### src/rtl/seq_rem_pkg.sv
// Shared types and helpers for the sequential sign-magnitude remainder unit.
// Used by seq_signed_rem (optional quotient output: SEQ_REM_QUOT_EN).
package seq_rem_pkg;

    typedef enum logic [1:0] {
        IDLE = 2'd0,
        CALC = 2'd1,
        DONE = 2'd2
    } state_t;

    // Number of magnitude bits in a sign-magnitude word of the given width.
    function automatic int mag_w(input int width);
        return width - 1;
    endfunction

    // Strip the sign bit of a sign-magnitude word held in the low width bits.
    function automatic logic [31:0] sm_mag(input logic [31:0] value, input int width);
        logic [31:0] mask;
        mask = (32'h1 << (width - 1)) - 32'h1;
        return value & mask;
    endfunction

endpackage

### src/rtl/seq_signed_rem_rem_step.sv
// One combinational restoring-division iteration: shift in a dividend bit,
// trial-subtract the divisor, keep the difference only when it did not borrow.
module rem_step #(
    parameter int M = 3
) (
    input  logic [M:0]   prem_in,
    input  logic         dvd_bit,
    input  logic [M-1:0] divisor,
    output logic [M:0]   prem_out,
    output logic         q_bit
);

    logic [M:0]   trial;
    logic [M+1:0] diff;
    logic         unused_prem_msb;

    // The restored remainder is always below the divisor, so its top bit is zero.
    assign unused_prem_msb = prem_in[M];

    assign trial    = {prem_in[M-1:0], dvd_bit};
    assign diff     = {1'b0, trial} - {2'b00, divisor};
    assign q_bit    = ~diff[M+1];
    assign prem_out = q_bit ? diff[M:0] : trial;

endmodule

### src/rtl/seq_signed_rem.sv
// Multi-cycle sign-magnitude remainder (restoring, one bit per clock) with
// valid/ready handshakes. Define SEQ_REM_QUOT_EN to add the quot output.
module seq_signed_rem
    import seq_rem_pkg::*;
#(
    parameter int WIDTH = 4
) (
    input  logic             clk,
    input  logic             rst_n,
    input  logic             in_valid,
    output logic             in_ready,
    input  logic [WIDTH-1:0] a,
    input  logic [WIDTH-1:0] b,
    output logic             res_valid,
    input  logic             res_ready,
    output logic [WIDTH-1:0] rem,
    output logic             sf,
    output logic             zf,
    output logic             dzf
`ifdef SEQ_REM_QUOT_EN
    ,
    output logic [WIDTH-1:0] quot
`endif
);

    localparam int M  = mag_w(WIDTH);
    localparam int CW = (M > 1) ? $clog2(M) : 1;

    state_t        state;
    logic [CW-1:0] cnt;
    logic [M-1:0]  dvd;
    logic [M-1:0]  b_mag;
    logic [M:0]    prem;
    logic          sign_a;

    logic [M-1:0]  a_mag_in;
    logic [M-1:0]  b_mag_in;
    logic [M:0]    step_rem;
    logic          step_q;
    logic          rem_nz;

    assign a_mag_in = M'(sm_mag(32'(a), WIDTH));
    assign b_mag_in = M'(sm_mag(32'(b), WIDTH));
    assign rem_nz   = |step_rem[M-1:0];

    rem_step #(.M(M)) u_step (
        .prem_in  (prem),
        .dvd_bit  (dvd[M-1]),
        .divisor  (b_mag),
        .prem_out (step_rem),
        .q_bit    (step_q)
    );

`ifdef SEQ_REM_QUOT_EN
    logic          sign_b;
    logic [M-1:0]  quot_acc;
    logic [M-1:0]  quot_next;

    assign quot_next = {quot_acc[M-2:0], step_q};

    always_ff @(posedge clk or negedge rst_n) begin
        if (!rst_n) begin
            sign_b   <= 1'b0;
            quot_acc <= '0;
            quot     <= '0;
        end else begin
            case (state)
                IDLE: if (in_valid) begin
                    sign_b   <= b[WIDTH-1];
                    quot_acc <= '0;
                    if (b_mag_in == '0)
                        quot <= '0;
                end
                CALC: begin
                    quot_acc <= quot_next;
                    if (cnt == '0)
                        quot <= {(sign_a ^ sign_b) & (|quot_next), quot_next};
                end
                default: ;
            endcase
        end
    end
`else
    logic unused_step_q;
    assign unused_step_q = step_q;
`endif

    // NOTE: all state here is written with <= so every register samples the
    // pre-edge values; mixing in = would make results depend on statement order.
    always_ff @(posedge clk or negedge rst_n) begin
        if (!rst_n) begin
            state     <= IDLE;
            in_ready  <= 1'b1;
            res_valid <= 1'b0;
            cnt       <= '0;
            dvd       <= '0;
            b_mag     <= '0;
            prem      <= '0;
            sign_a    <= 1'b0;
            rem       <= '0;
            sf        <= 1'b0;
            zf        <= 1'b0;
            dzf       <= 1'b0;
        end else begin
            case (state)
                IDLE: begin
                    if (in_valid) begin
                        sign_a   <= a[WIDTH-1];
                        dvd      <= a_mag_in;
                        b_mag    <= b_mag_in;
                        prem     <= '0;
                        cnt      <= CW'(M - 1);
                        in_ready <= 1'b0;
                        if (b_mag_in == '0) begin
                            state     <= DONE;
                            res_valid <= 1'b1;
                            rem       <= '0;
                            sf        <= a[WIDTH-1];
                            zf        <= 1'b1;
                            dzf       <= 1'b1;
                        end else begin
                            state <= CALC;
                        end
                    end
                end
                CALC: begin
                    prem <= step_rem;
                    dvd  <= dvd << 1;
                    cnt  <= cnt - 1'b1;
                    if (cnt == '0) begin
                        state     <= DONE;
                        res_valid <= 1'b1;
                        // Sign is suppressed on a zero remainder: no negative zero.
                        rem       <= {sign_a & rem_nz, step_rem[M-1:0]};
                        sf        <= sign_a;
                        zf        <= ~rem_nz;
                        dzf       <= 1'b0;
                    end
                end
                DONE: begin
                    if (res_ready) begin
                        state     <= IDLE;
                        res_valid <= 1'b0;
                        in_ready  <= 1'b1;
                    end
                end
                default: begin
                    state     <= IDLE;
                    res_valid <= 1'b0;
                    in_ready  <= 1'b1;
                end
            endcase
        end
    end

endmodule
### config.mk
export PLATFORM = sky130hd
export DESIGN_NAME = seq_signed_rem
export DESIGN_NICKNAME = d
export VERILOG_FILES = /design/src/rtl/seq_rem_pkg.sv /design/src/rtl/seq_signed_rem_rem_step.sv /design/src/rtl/seq_signed_rem.sv
export SDC_FILE = /design/constraint.sdc
export NUM_CORES = 1
export LEC_CHECK = 0
export BUFFER_PORTS_ARGS = -buffer_cell sky130_fd_sc_hd__buf_2
export CAP_MARGIN = 15
export CORE_MARGIN = 5
export CORE_UTILIZATION = 40
export CTS_CLUSTER_SIZE = 14
export DETAILED_ROUTE_END_ITERATION = 10
export PLACE_DENSITY_LB_ADDON = 0.25
export SLEW_MARGIN = 20
export SYNTH_ARGS = -nofsm -noshare
export SYNTH_HDL_FRONTEND = slang
export SYNTH_HIERARCHICAL = 1
export SYNTH_SLANG_ARGS = --single-unit
export TNS_END_PERCENT = 50
### constraint.sdc
create_clock -name clk -period 4.4 [get_ports clk]
set_input_delay 0.88 -clock clk [delete_from_list [all_inputs] [get_ports clk]]
set_output_delay 0.88 -clock clk [all_outputs]
set_load 0.02 [all_outputs]
* Yosys cells after proc, flatten, opt, wreduce, memory -nomap -nowiden *
Cells that the tools add are included.

cells by class
  muxes and demuxes = 32
  add/subtract/negate cells = 2
  bitwise operators = 3
  reduce and logical (&&, ||, !) cells = 11
  equality and inequality tests = 6

operators with widths
  cell                                                                   count
  4-bit 2-to-1 mux                                                       3
  3-bit one-hot mux with 2 select lines                                  2
  1-bit 2-to-1 mux                                                       11
  2-bit 2-to-1 mux                                                       5
  3-bit 2-to-1 mux                                                       3
  2-bit inequality test, second input constant                           4
  4-bit one-hot mux with 2 select lines                                  1
  4-bit AND reduction                                                    2
  1-bit one-hot mux with 2 select lines                                  3
  1-bit one-hot mux with 3 select lines                                  2
  2-bit one-hot mux with 3 select lines                                  1
  3-bit AND reduction                                                    2
  4-bit by 3-bit subtractor with 5-bit output                            1
  2-bit logical NOT                                                      2
  2-bit one-hot mux with 2 select lines                                  1
  2-bit AND reduction                                                    2
  3-bit logical NOT                                                      1
  3-bit OR reduction                                                     1
  2-bit by 1-bit equality test with 1-bit output, second input constant  1
  2-bit equality test, second input constant                             1
  1-bit NOT                                                              2
  2-bit nonzero test                                                     1
  2-bit by 1-bit subtractor with 2-bit output, second input constant     1
  1-bit AND                                                              1

word-level totals
  logic and storage cells = 66
  register bits after elaboration = 23
  output and inout port bits = 9
  input bits = 12

* Depth between registers and ports, before layout *
  depth in word-level cells = 6
  depth in mapped cells = 9
  mapped depth without buffers = 9

* Modules after synthesis *
Netlist, hierarchy kept.

modules (own cells, without submodules)
  module          seq. area each (sq um)  times used  area an instance (sq um)  cells an instance
  seq_signed_rem  601.8                   1           1067.3                    88
  rem_step        0.0                     1           166.4                     22

* Worst setup path after synthesis *
No wires, ideal clock.

  path type = reg2reg
  from = register dvd[2]
  to = register rem[3]
  stages on the path, launching flop included = 9
  period minus slack after synthesis = 2.324 ns
  data required time = 4.275 ns
  arrival = 2.199 ns
  setup time = 0.125 ns
  path slack = 2.076 ns
  cell sequence = dfrtp_1 -> inv_1 -> ha_1 -> inv_1 -> fa_1 -> or3_2 -> o311a_2 -> o311a_1 -> mux2_2

between the ends
  longest elaborated chain between the ends = 6

RTL lines
  item                                         RTL line                       text
  from (decl)                                  seq_signed_rem.sv:31           logic [M-1:0] dvd;
  from (signal assigned)                       seq_signed_rem.sv:109          dvd <= a_mag_in;
  from (signal assigned)                       seq_signed_rem.sv:128          dvd <= dvd << 1;
  4-bit by 3-bit subtractor with 5-bit output  seq_signed_rem_rem_step.sv:21  assign diff = {1'b0, trial} - {2'b00, divisor};
  3-bit 2-to-1 mux                             seq_signed_rem_rem_step.sv:23  assign prem_out = q_bit ? diff[M:0] : trial;
  net step_rem[2]                              seq_signed_rem.sv:38           logic [M:0] step_rem;
  3-bit OR reduction                           seq_signed_rem.sv:44           assign rem_nz = |step_rem[M-1:0];
  1-bit AND                                    seq_signed_rem.sv:134          rem <= {sign_a & rem_nz, step_rem[M-1:0]};
  4-bit 2-to-1 mux                             seq_signed_rem.sv:130          if (cnt == '0) begin
  4-bit one-hot mux with 2 select lines        seq_signed_rem.sv:105          case (state)
  to (signal assigned)                         seq_signed_rem.sv:134
  to (decl)                                    seq_signed_rem.sv:16           output logic [WIDTH-1:0] rem,

The timed path passes the listed nets, and every way through them passes these cells. The select of a mux whose other input is x is not followed.
A chain may end at the register's enable or synchronous reset.

* Worst setup path after layout *
Ends and elaborated chain as after synthesis.

==> summary.md <==
| Metric | Value |
|---|---|
| CTS buffer count | `3` |
| Die width | `63.7 um` |
| Routed wire length | `2190 um` |
| DR WL/cell | `14.4 um` |
| Via count | `808` |
| FMAX | `409 MHz` |
| Max-Cap Viols | `0` |
| Total GRT Usage | `11.9%` |
| Final hold viol count | `0` |
| Synth warn | `6` |
| Initial core utilization | `a little over two fifths` |
| Post-Syn Area | `about 1200 um2` |
| Clock-pin slew on the worst setup and hold paths | `around 130 ps` |
| CP max FO | `3` |
| CP endpoint kind | `flip-flop` |
| Drt pass-1 iters | `4` |
| Critical path class | `flip-flop to flip-flop` |
| Ant diodes | `0` |
| Final #Nets | `roughly 140` |
| Min cycle time layout | `2440 ps` |
| Post-CTS setup repair buffer count | `0` |
| CP max stage delay | `490 ps` |
| Slowest cell on crit path | `or3_2` |
| Vias in the first global route | `868` |
| Rel. slew slack | `about three fifths` |
| Synthesized instance count | `101` |
| Data arrival, critical path | `between 2000 and 3000 ps` |
| GPL Wtd Cong | `0.849` |
| Die area | `4050 um2` |
| Fin crit share | `a little under three fifths` |
| Post-Syn Nets | `117` |
| Area delta synth->final | `12.7%` |
| VDD IR max | `0.381 mV` |
| WL met3 | `46 um` |
| Detailed-route DRC error count | `0` |
| Root Buffer | `clkbuf_4` |
| Iter 0 DRT Violations | `27` |
| Num rows | `19` |
| CTS Sinks | `23` |
| Hold crit path type | `flip-flop to flip-flop` |
| Req. time, crit path | `approximately 4600 ps` |
| Critical path launch point type | `flip-flop` |
| CTS resizes | `0` |
| Clk_skew | `10.3 ps` |
| Share of layout cells above drive strength 1 | `a little over a third` |
| Crit-path cells | `inv_1 > ha_1 > inv_1 > fa_1 > or3_2 > o311a_2 > o311a_1 > mux2_2` |
| Global route overflow | `0` |
| Clk buf depth | `2` |
| Setup_tns | `0 ps` |
| Fin. max-slew vios | `0` |
| Worst R2R Setup Slack | `1960 ps` |
| RSZ-0062 raised after global routing | `no` |
| Hold buffers post-CTS | `0` |
| First-pass GRT wire length | `3900 um` |
| Lkg Pwr | `approximately 0.64 nW` |
| Detail Placement HPWL | `1650 um` |
| CTS tree | `built` |
| Worst Tran Pin Value | `605 ps` |
| Core area | `2760 um2` |
| Wire length on met2 | `between 1000 and 1500 um` |
| Run status | `complete, no violations` |
| Largest net degree at the start of global routing | `24` |
| Cells after DPL | `about 150` |
| Worst-Skew Late Latency | `roughly 320 ps` |
| PwrDens | `757 nW/um2` |
| Max H-tree Level | `1` |
| M1 WL | `1000 um` |
| Number of vias per cell | `5.32` |
| Antenna Nets Post-Route | `0` |
| Final Power | `roughly 980 uW` |
| Top routing layer used | `met4` |
| Initial antenna violation count | `0` |
| Avg Synthesized Cell Area | `roughly 11 um2` |
| Crit path top cell by count | `inv_1` |
| Number of top-level pins | `21` |
| Number of buffers added on ports | `19` |
| Final cell count without fillers | `152` |
| Final setup fails | `0` |
| Die height | `63.7 um` |
layout by cell type, fill, tap and decap left out, types with 2 or more instances in the layout:
cell / instances
dfrtp_1: 22
buf_2: 19
mux2_2: 12
nand2_1: 9
inv_1: 7
o21ai_0: 6
nor2b_1: 5
nor2_1: 4
and2_1: 3
a21o_1: 3
a21oi_1: 3
ha_1: 3
clkbuf_4: 3
a2bb2oi_1: 2
a22oi_1: 2
worst paths after layout:
| check | startpoint | to | cells after the start |
|---|---|---|---|
| setup reg to reg | dvd[2] | rem[3] | 8 |
| hold reg to reg | cnt[0] | cnt[0] | 2 |
| max in group asynchronous | rst_n | in_ready | 1 |
| min in group asynchronous | rst_n | state[1] | 1 |
| hold / removal | cnt[0] | cnt[0] | 2 |
| setup / recovery | dvd[2] | rem[3] | 8 |
metal layers:
layer  up-vias  track usage [%]
li1        396                -
met1       397             15.3
met2        11             19.8
met3         4             2.13
met4         0             4.68
met5         -                0
flip-flops by register name (all words and copies together), names as in the netlist:
name	flops
prem	3
b_mag	3
cnt	2
rem	4
sf	1
dzf	1
sign_a	1
zf	1
dvd	3
in_ready	1
res_valid	1
state	2
power breakdown:
part | internal (mW) | leakage, nW | switching [mW]
registers | 0.307 | 0.282 | 0.0792
logic | 0.237 | 0.337 | 0.261
clock network | 0.0340 | 0.0177 | 0.0647
final cells by class:
type,count,area (um2)
Fill cell,253,1460
Sequential cell,23,577
Multi-Input combinational cell,68,534
Timing Repair Buffer,19,95.1
Tap cell,31,38.8
Inverter,7,26.3
Clock buffer,3,22.5
Clock inverter,1,5.00
critical path, delay by kind of cell (launching register included):
| kind | cells | cell delay [ps] |
|---|---|---|
| AND/OR/NAND/NOR | 1 | 490 |
| buffers and inverters | 2 | 120 |
| flip-flops | 1 | 430 |
| multiplexers | 1 | 260 |
| AO/OA/AOI/OAI | 2 | 490 |
| adder cells (fa/ha/maj) | 2 | 550 |
through the flow:
stage                     utilization (%)  setup WS (ps)  area [um2]  hold WS (ps)
after floorplan                         -           2100        1150           439
after global placement               46.1           1980        1270           451
after detailed placement             46.1           1970        1270           477
after CTS                            47.1           1960        1300           503
after global routing                 47.1           1850        1300           517
final                                47.1           1960        1300           493
No activity file was read; power rests on OpenSTA's default activity.
